==> config.mk <==
export PLATFORM = sky130hd
export DESIGN_NAME = pattern_history_table
export DESIGN_NICKNAME = d
export VERILOG_FILES = /design/src/rtl/pattern_history_table_pkg.sv /design/src/rtl/pattern_history_table_counter.sv /design/src/rtl/pattern_history_table.sv
export SDC_FILE = /design/constraint.sdc
export NUM_CORES = 1
export LEC_CHECK = 0
export ABC_CLOCK_PERIOD_IN_PS = 3120
export BUFFER_PORTS_ARGS = -buffer_cell sky130_fd_sc_hd__buf_2
export CELL_PAD_IN_SITES_DETAIL_PLACEMENT = 0
export CELL_PAD_IN_SITES_GLOBAL_PLACEMENT = 1
export CORE_UTILIZATION = 42
export CTS_BUF_LIST = sky130_fd_sc_hd__clkbuf_4
export DETAILED_ROUTE_END_ITERATION = 10
export GPL_TIMING_DRIVEN = 0
export PLACE_DENSITY_LB_ADDON = 0.1
export SLEW_MARGIN = 5
export SYNTH_ARGS = -nofsm -noshare
export SYNTH_HDL_FRONTEND = slang
export SYNTH_SLANG_ARGS = --single-unit
==> constraint.sdc <==
create_clock -name clk -period 3.12 [get_ports clk]
set_clock_uncertainty 0.2 [all_clocks]
set_input_delay 0.624 -clock clk [delete_from_list [all_inputs] [get_ports clk]]
set_output_delay 0.624 -clock clk [all_outputs]
set_load 0.01 [all_outputs]
==> src/rtl/pattern_history_table_pkg.sv <==
// Shared types and helpers for the pattern history table: counter encoding,
// reset value and PC-to-index extraction.
package pattern_history_table_pkg;

  typedef enum logic [1:0] {
    STRONG_NT = 2'b00,
    WEAK_NT   = 2'b01,
    WEAK_T    = 2'b10,
    STRONG_T  = 2'b11
  } ctr_state_t;

  localparam ctr_state_t CTR_RESET = WEAK_NT;

  // Word-aligned PCs: drop the byte offset; callers keep the low IDX_BITS.
  function automatic logic [29:0] pc_index(input logic [31:0] pc);
    return pc[31:2];
  endfunction

endpackage

==> src/rtl/pattern_history_table_counter.sv <==
// branch_counter: next-state logic of a 2-bit saturating direction counter.
module branch_counter
  import pattern_history_table_pkg::*;
(
  input  logic       result,
  input  ctr_state_t state,
  output ctr_state_t counter
);

  always_comb begin
    counter = state;
    if (result) begin
      if (state != STRONG_T) counter = ctr_state_t'(state + 2'd1);
    end else begin
      if (state != STRONG_NT) counter = ctr_state_t'(state - 2'd1);
    end
  end

endmodule

==> src/rtl/pattern_history_table.sv <==
// Pattern history table of 2-bit saturating counters, bimodal by default;
// define GSHARE_EN to XOR a global history register into both indices.
module pattern_history_table
  import pattern_history_table_pkg::*;
#(
  parameter int IDX_BITS = 5,
  parameter int GHR_BITS = IDX_BITS
) (
  input  logic                clk,
  input  logic                rst,
  input  logic [31:0]         pred_pc,
  output logic                pred_taken,
  output logic [1:0]          pred_state,
  output logic [GHR_BITS-1:0] pred_ghr,
  input  logic                update_valid,
  input  logic [31:0]         update_pc,
  input  logic                update_taken,
  input  logic [GHR_BITS-1:0] update_ghr
);

  localparam int ENTRIES = 1 << IDX_BITS;

  ctr_state_t          table_q [ENTRIES];
  ctr_state_t          write_data;
  logic [29:0]         pred_base;
  logic [29:0]         update_base;
  logic [IDX_BITS-1:0] pred_idx;
  logic [IDX_BITS-1:0] update_idx;
  logic                unused_bits;

  assign pred_base   = pc_index(pred_pc);
  assign update_base = pc_index(update_pc);

`ifdef GSHARE_EN
  logic [GHR_BITS-1:0] ghr_q;

  always_ff @(posedge clk or posedge rst) begin
    if (rst) begin
      ghr_q <= '0;
    end else if (update_valid) begin
      ghr_q <= {ghr_q[GHR_BITS-2:0], update_taken};
    end
  end

  assign pred_idx    = pred_base[IDX_BITS-1:0] ^ ghr_q[IDX_BITS-1:0];
  assign update_idx  = update_base[IDX_BITS-1:0] ^ update_ghr[IDX_BITS-1:0];
  assign pred_ghr    = ghr_q;
  assign unused_bits = ^{pred_base[29:IDX_BITS], update_base[29:IDX_BITS],
                         pred_pc[1:0], update_pc[1:0]};
`else
  assign pred_idx    = pred_base[IDX_BITS-1:0];
  assign update_idx  = update_base[IDX_BITS-1:0];
  assign pred_ghr    = '0;
  assign unused_bits = ^{pred_base[29:IDX_BITS], update_base[29:IDX_BITS],
                         pred_pc[1:0], update_pc[1:0], update_ghr};
`endif

  // Read is straight from the registered array: a same-cycle update is not
  // bypassed, so the new value shows one cycle later.
  assign pred_state = table_q[pred_idx];
  assign pred_taken = pred_state[1];

  branch_counter u_counter (
    .result  (update_taken),
    .state   (table_q[update_idx]),
    .counter (write_data)
  );

  // update_valid is a one-cycle valid with no ready: the table always accepts
  // it, and update_pc/update_taken are don't-care while it is low.
  always_ff @(posedge clk or posedge rst) begin
    if (rst) begin
      for (int i = 0; i < ENTRIES; i++) table_q[i] <= CTR_RESET;
    end else if (update_valid) begin
      table_q[update_idx] <= write_data;
    end
  end

endmodule

==> run_results.csv <==
group,metric,value,unit
grt,grt_use_total,23.1,%
cells_and_area,largest_reg_flops,64,
power_and_ir_drop,seqPwrFrac,45.6,%
worst_setup_path,cp_cell_sequence,"buf_12 > buf_12 > mux4_2 > mux4_2 > mux2_4 > buf_6 > buf_6",
sta,finalMaxSlewViolations,0,
floorplanning,die-area,9670,um^2
worst_setup_path,critPathMaxFanout,5,
cells_and_area,fin_area,4430,um^2
worst_setup_path,crit_type,"primary input to output pin",
synth,synth_warnings,0,
cells_and_area,area_growth,13.5,%
cts,numClockSinks,64,
floorplanning,die_h,98.3,um
route,wl,10300,um
power_and_ir_drop,p_clk_share,28.3,%
cells_and_area,final_cells,431,
power_and_ir_drop,p_int,1.87,mW
route,vias,2546,
worst_setup_path,slowest_stage,"mux4_2",
run,cap_viol_max_count,0,
placed_design,dp_slack,-0.265,ns
run_status,status,"complete, but fails checks",
placed_design,dp_cells,407,
sta,period_minus_slack,3.22,ns
route,drc,0,
synth,yosysMostFrequentCell,"mux2_2",
synth,synth-main-ff-cell,"dfstp_2",
cells_and_area,fillCellCount,810,
worst_hold_path,hp-class,"primary input to asynchronous set/reset pin",
sta,relSlewSlack,44.9,%
cells_and_area,diodes,0,
grt,overflow,0,
sta,rsz0062_at_grt,"yes",
cts,path_clk_slew,0.11,ns
grt,grt_max_degree,65,
floorplanning,start_util,44.1,%
worst_setup_path,critPathMaxStageDelay,0.51,ns
sta,period_share,103,%
synth,ys_top_cells_by_count,"mux2_2, dfrtp_1, dfstp_2, mux2i_1, nor2_1",
cts,clock-root-buffer,"clkbuf_4",
cts,cts_buffers,9,
cts,cts_tree,"built",
synth,yosysSeqAreaShare,42.1,%
cells_and_area,nets,391,
synth,synth_edf_count,0,
synth,postSynthCellCount,286,
cts,clockBufferDepth,2,
cts,clock_latency,0.43,ns
cells_and_area,largest-register,"table_q",
placed_design,dp_hpwl,6970,um
grt,antenna_found_initial,0,
cells_and_area,top_regs,"table_q x64",
route,drt_iter0_markers,247,
sta,tightest_slew,0.826,ns
power_and_ir_drop,irDropWorstVdd,0.354,mV
synth,syn_area,3900,um^2
power_and_ir_drop,power,2.63,mW
sta,holdWs,0.132,ns
worst_setup_path,critPathLaunchType,"primary input",
sta,setup_violations,3,
floorplanning,core,8850,um^2
synth,ys_top_cells_by_area,"dfstp_2, dfrtp_1, mux2_2, mux4_2, mux2i_1",
power_and_ir_drop,comb_power_share,26.1,%
cts,cts.htree.levels,3,
worst_setup_path,crit_arrival,2.40,ns
sta,max_freq,311,MHz
cells_and_area,drive_above_1_share,60.1,%
route,wl_per_cell,24.0,um
run_status,violations,"negative setup slack",
route,ant_nets,0,
floorplanning,num_rows,34,
grt,grt_pass1_wl,16000,um
worst_setup_path,required,2.30,ns
route,vias_per_cell,5.91,
synth,synth-async-reset-ratio,100,%
power_and_ir_drop,p_leak,1.89,nW
placed_design,dpl_cell_area,4120,um^2
synth,yosysTopAreaCell,"dfstp_2",
floorplanning,die_w,98.3,um
floorplanning,io_pins,81,
sta,setup_slack,-0.100,ns
synth,synth_cell_type_count,31,
worst_setup_path,cp-end-kind,"output pin",
sta,final-hold-violation-count,0,
synth,synth_top_area_share,21.6,%
placed_design,io_buffers,9,
grt,first_global_vias,2575,
route,dr.pass1.iters,7,
synth,ys_seq_elements,64,
power_and_ir_drop,p_switching,763,uW
placed_design,place_congestion,0.861,
power_and_ir_drop,power.density,595,nW/um^2
power_and_ir_drop,swShare,29.0,%
cells_and_area,final_util,50.0,%
synth,syn_area_per_cell,13.6,um^2
sta,finalSetupTns,-0.165,ns
-- cell families after synthesis --
| group | count (synthesis) | share of synthesized area [%] |
|---|---|---|
| compound gates | 20 | 3.82 |
| fa+ha+maj | 2 | 0.578 |
| buf+inv | 31 | 5.42 |
| flops | 64 | 42.1 |
| mux | 119 | 40.9 |
| other cells | 1 | 0.0962 |
| simple gates | 49 | 7.03 |
-- critical path, delay by kind of cell --
family	cells	cell delay [ns]
multiplexers	3	1.31
buffers and inverters	4	0.46
-- layout make-up --
cell class | count | area (um^2) | area share [%]
Buffer | 29 | 251 | 5.68
Clock buffer | 11 | 82.6 | 1.87
Clock inverter | 5 | 105 | 2.37
Inverter | 2 | 10.0 | 0.226
Multi-Input combinational cell | 195 | 2060 | 46.6
Sequential cell | 64 | 1640 | 37.1
Tap cell | 108 | 135 | 3.05
Timing Repair Buffer | 17 | 135 | 3.05
-- routing by layer --
| metal | vias up | track usage, % | routed length [um] | part of all wire, % |
|---|---|---|---|---|
| met5 | - | 0 | 0 | 0 |
| met4 | 0 | 6.31 | 131 | 1.3 |
| met1 | 1352 | 32.7 | 4830 | 47 |
| met2 | 62 | 36.5 | 4990 | 48 |
| li1 | 1121 | - | - | - |
| met3 | 11 | 4.29 | 393 | 3.8 |
-- power by group through the flow --
stage                     clock network (mW)  logic [mW]  registers, mW
final                                  0.744       0.689           1.20
after detailed placement                   0       0.667           1.21
after floorplan                            0       0.514           1.15
after global placement                     0       0.662           1.21
after CTS                              0.758       0.688           1.20
after global routing                   0.795       0.731           1.22
-- worst paths after layout --
path | depth (start not counted) | slack (ns) | from | endpoint
worst min register to register | 1 | 0.35 | table_q[27]$_DFFE_PP0P_ | table_q[27]$_DFFE_PP0P_
max in group asynchronous | 2 | 2.01 | rst | table_q[59]$_DFFE_PP0P_
worst max-delay path | 7 | -0.10 | pred_pc[2] | pred_state[1]
worst max register to register | 7 | 0.69 | table_q[55]$_DFFE_PP0P_ | table_q[46]$_DFFE_PP1P_
min in group clk | 1 | 0.35 | table_q[27]$_DFFE_PP0P_ | table_q[27]$_DFFE_PP0P_
worst min-delay path | 2 | 0.13 | rst | table_q[33]$_DFFE_PP0P_
-- cells in the final DEF, fill, tap and decap left out --
cell / n
buf_12: 2
maj3_2: 2
mux2i_4: 1
o22ai_1: 13
clkbuf_4: 12
clkbuf_1: 2
buf_2: 16
buf_16: 1
dfrtp_1: 32
nor2_1: 27
nand3_1: 2
o32a_1: 1
a21boi_1: 1
bufinv_16: 3
mux2_2: 49
or3_1: 1
conb_1: 5
or3b_1: 3
or3b_2: 1
nor4_2: 1
clkinvlp_4: 2
o22ai_2: 3
nor4_4: 1
dfstp_2: 32
a21boi_0: 1
inv_1: 1
buf_8: 1
buf_6: 8
buf_4: 14
mux2i_1: 32
clkbuf_8: 1
nand3b_1: 5
o21ai_0: 1
mux2_4: 17
mux4_2: 20
or2_2: 6
nor4_1: 2
inv_4: 1
-- what timing repair did --
action	CTS	global route
gates resized for setup	8	1
cloned	1	0
endpoints found under the hold margin	0	0
setup buffers	5	2
endpoints found under the setup margin	3	3
hold buffers	0	0
Power figures use the tool's default switching activity.
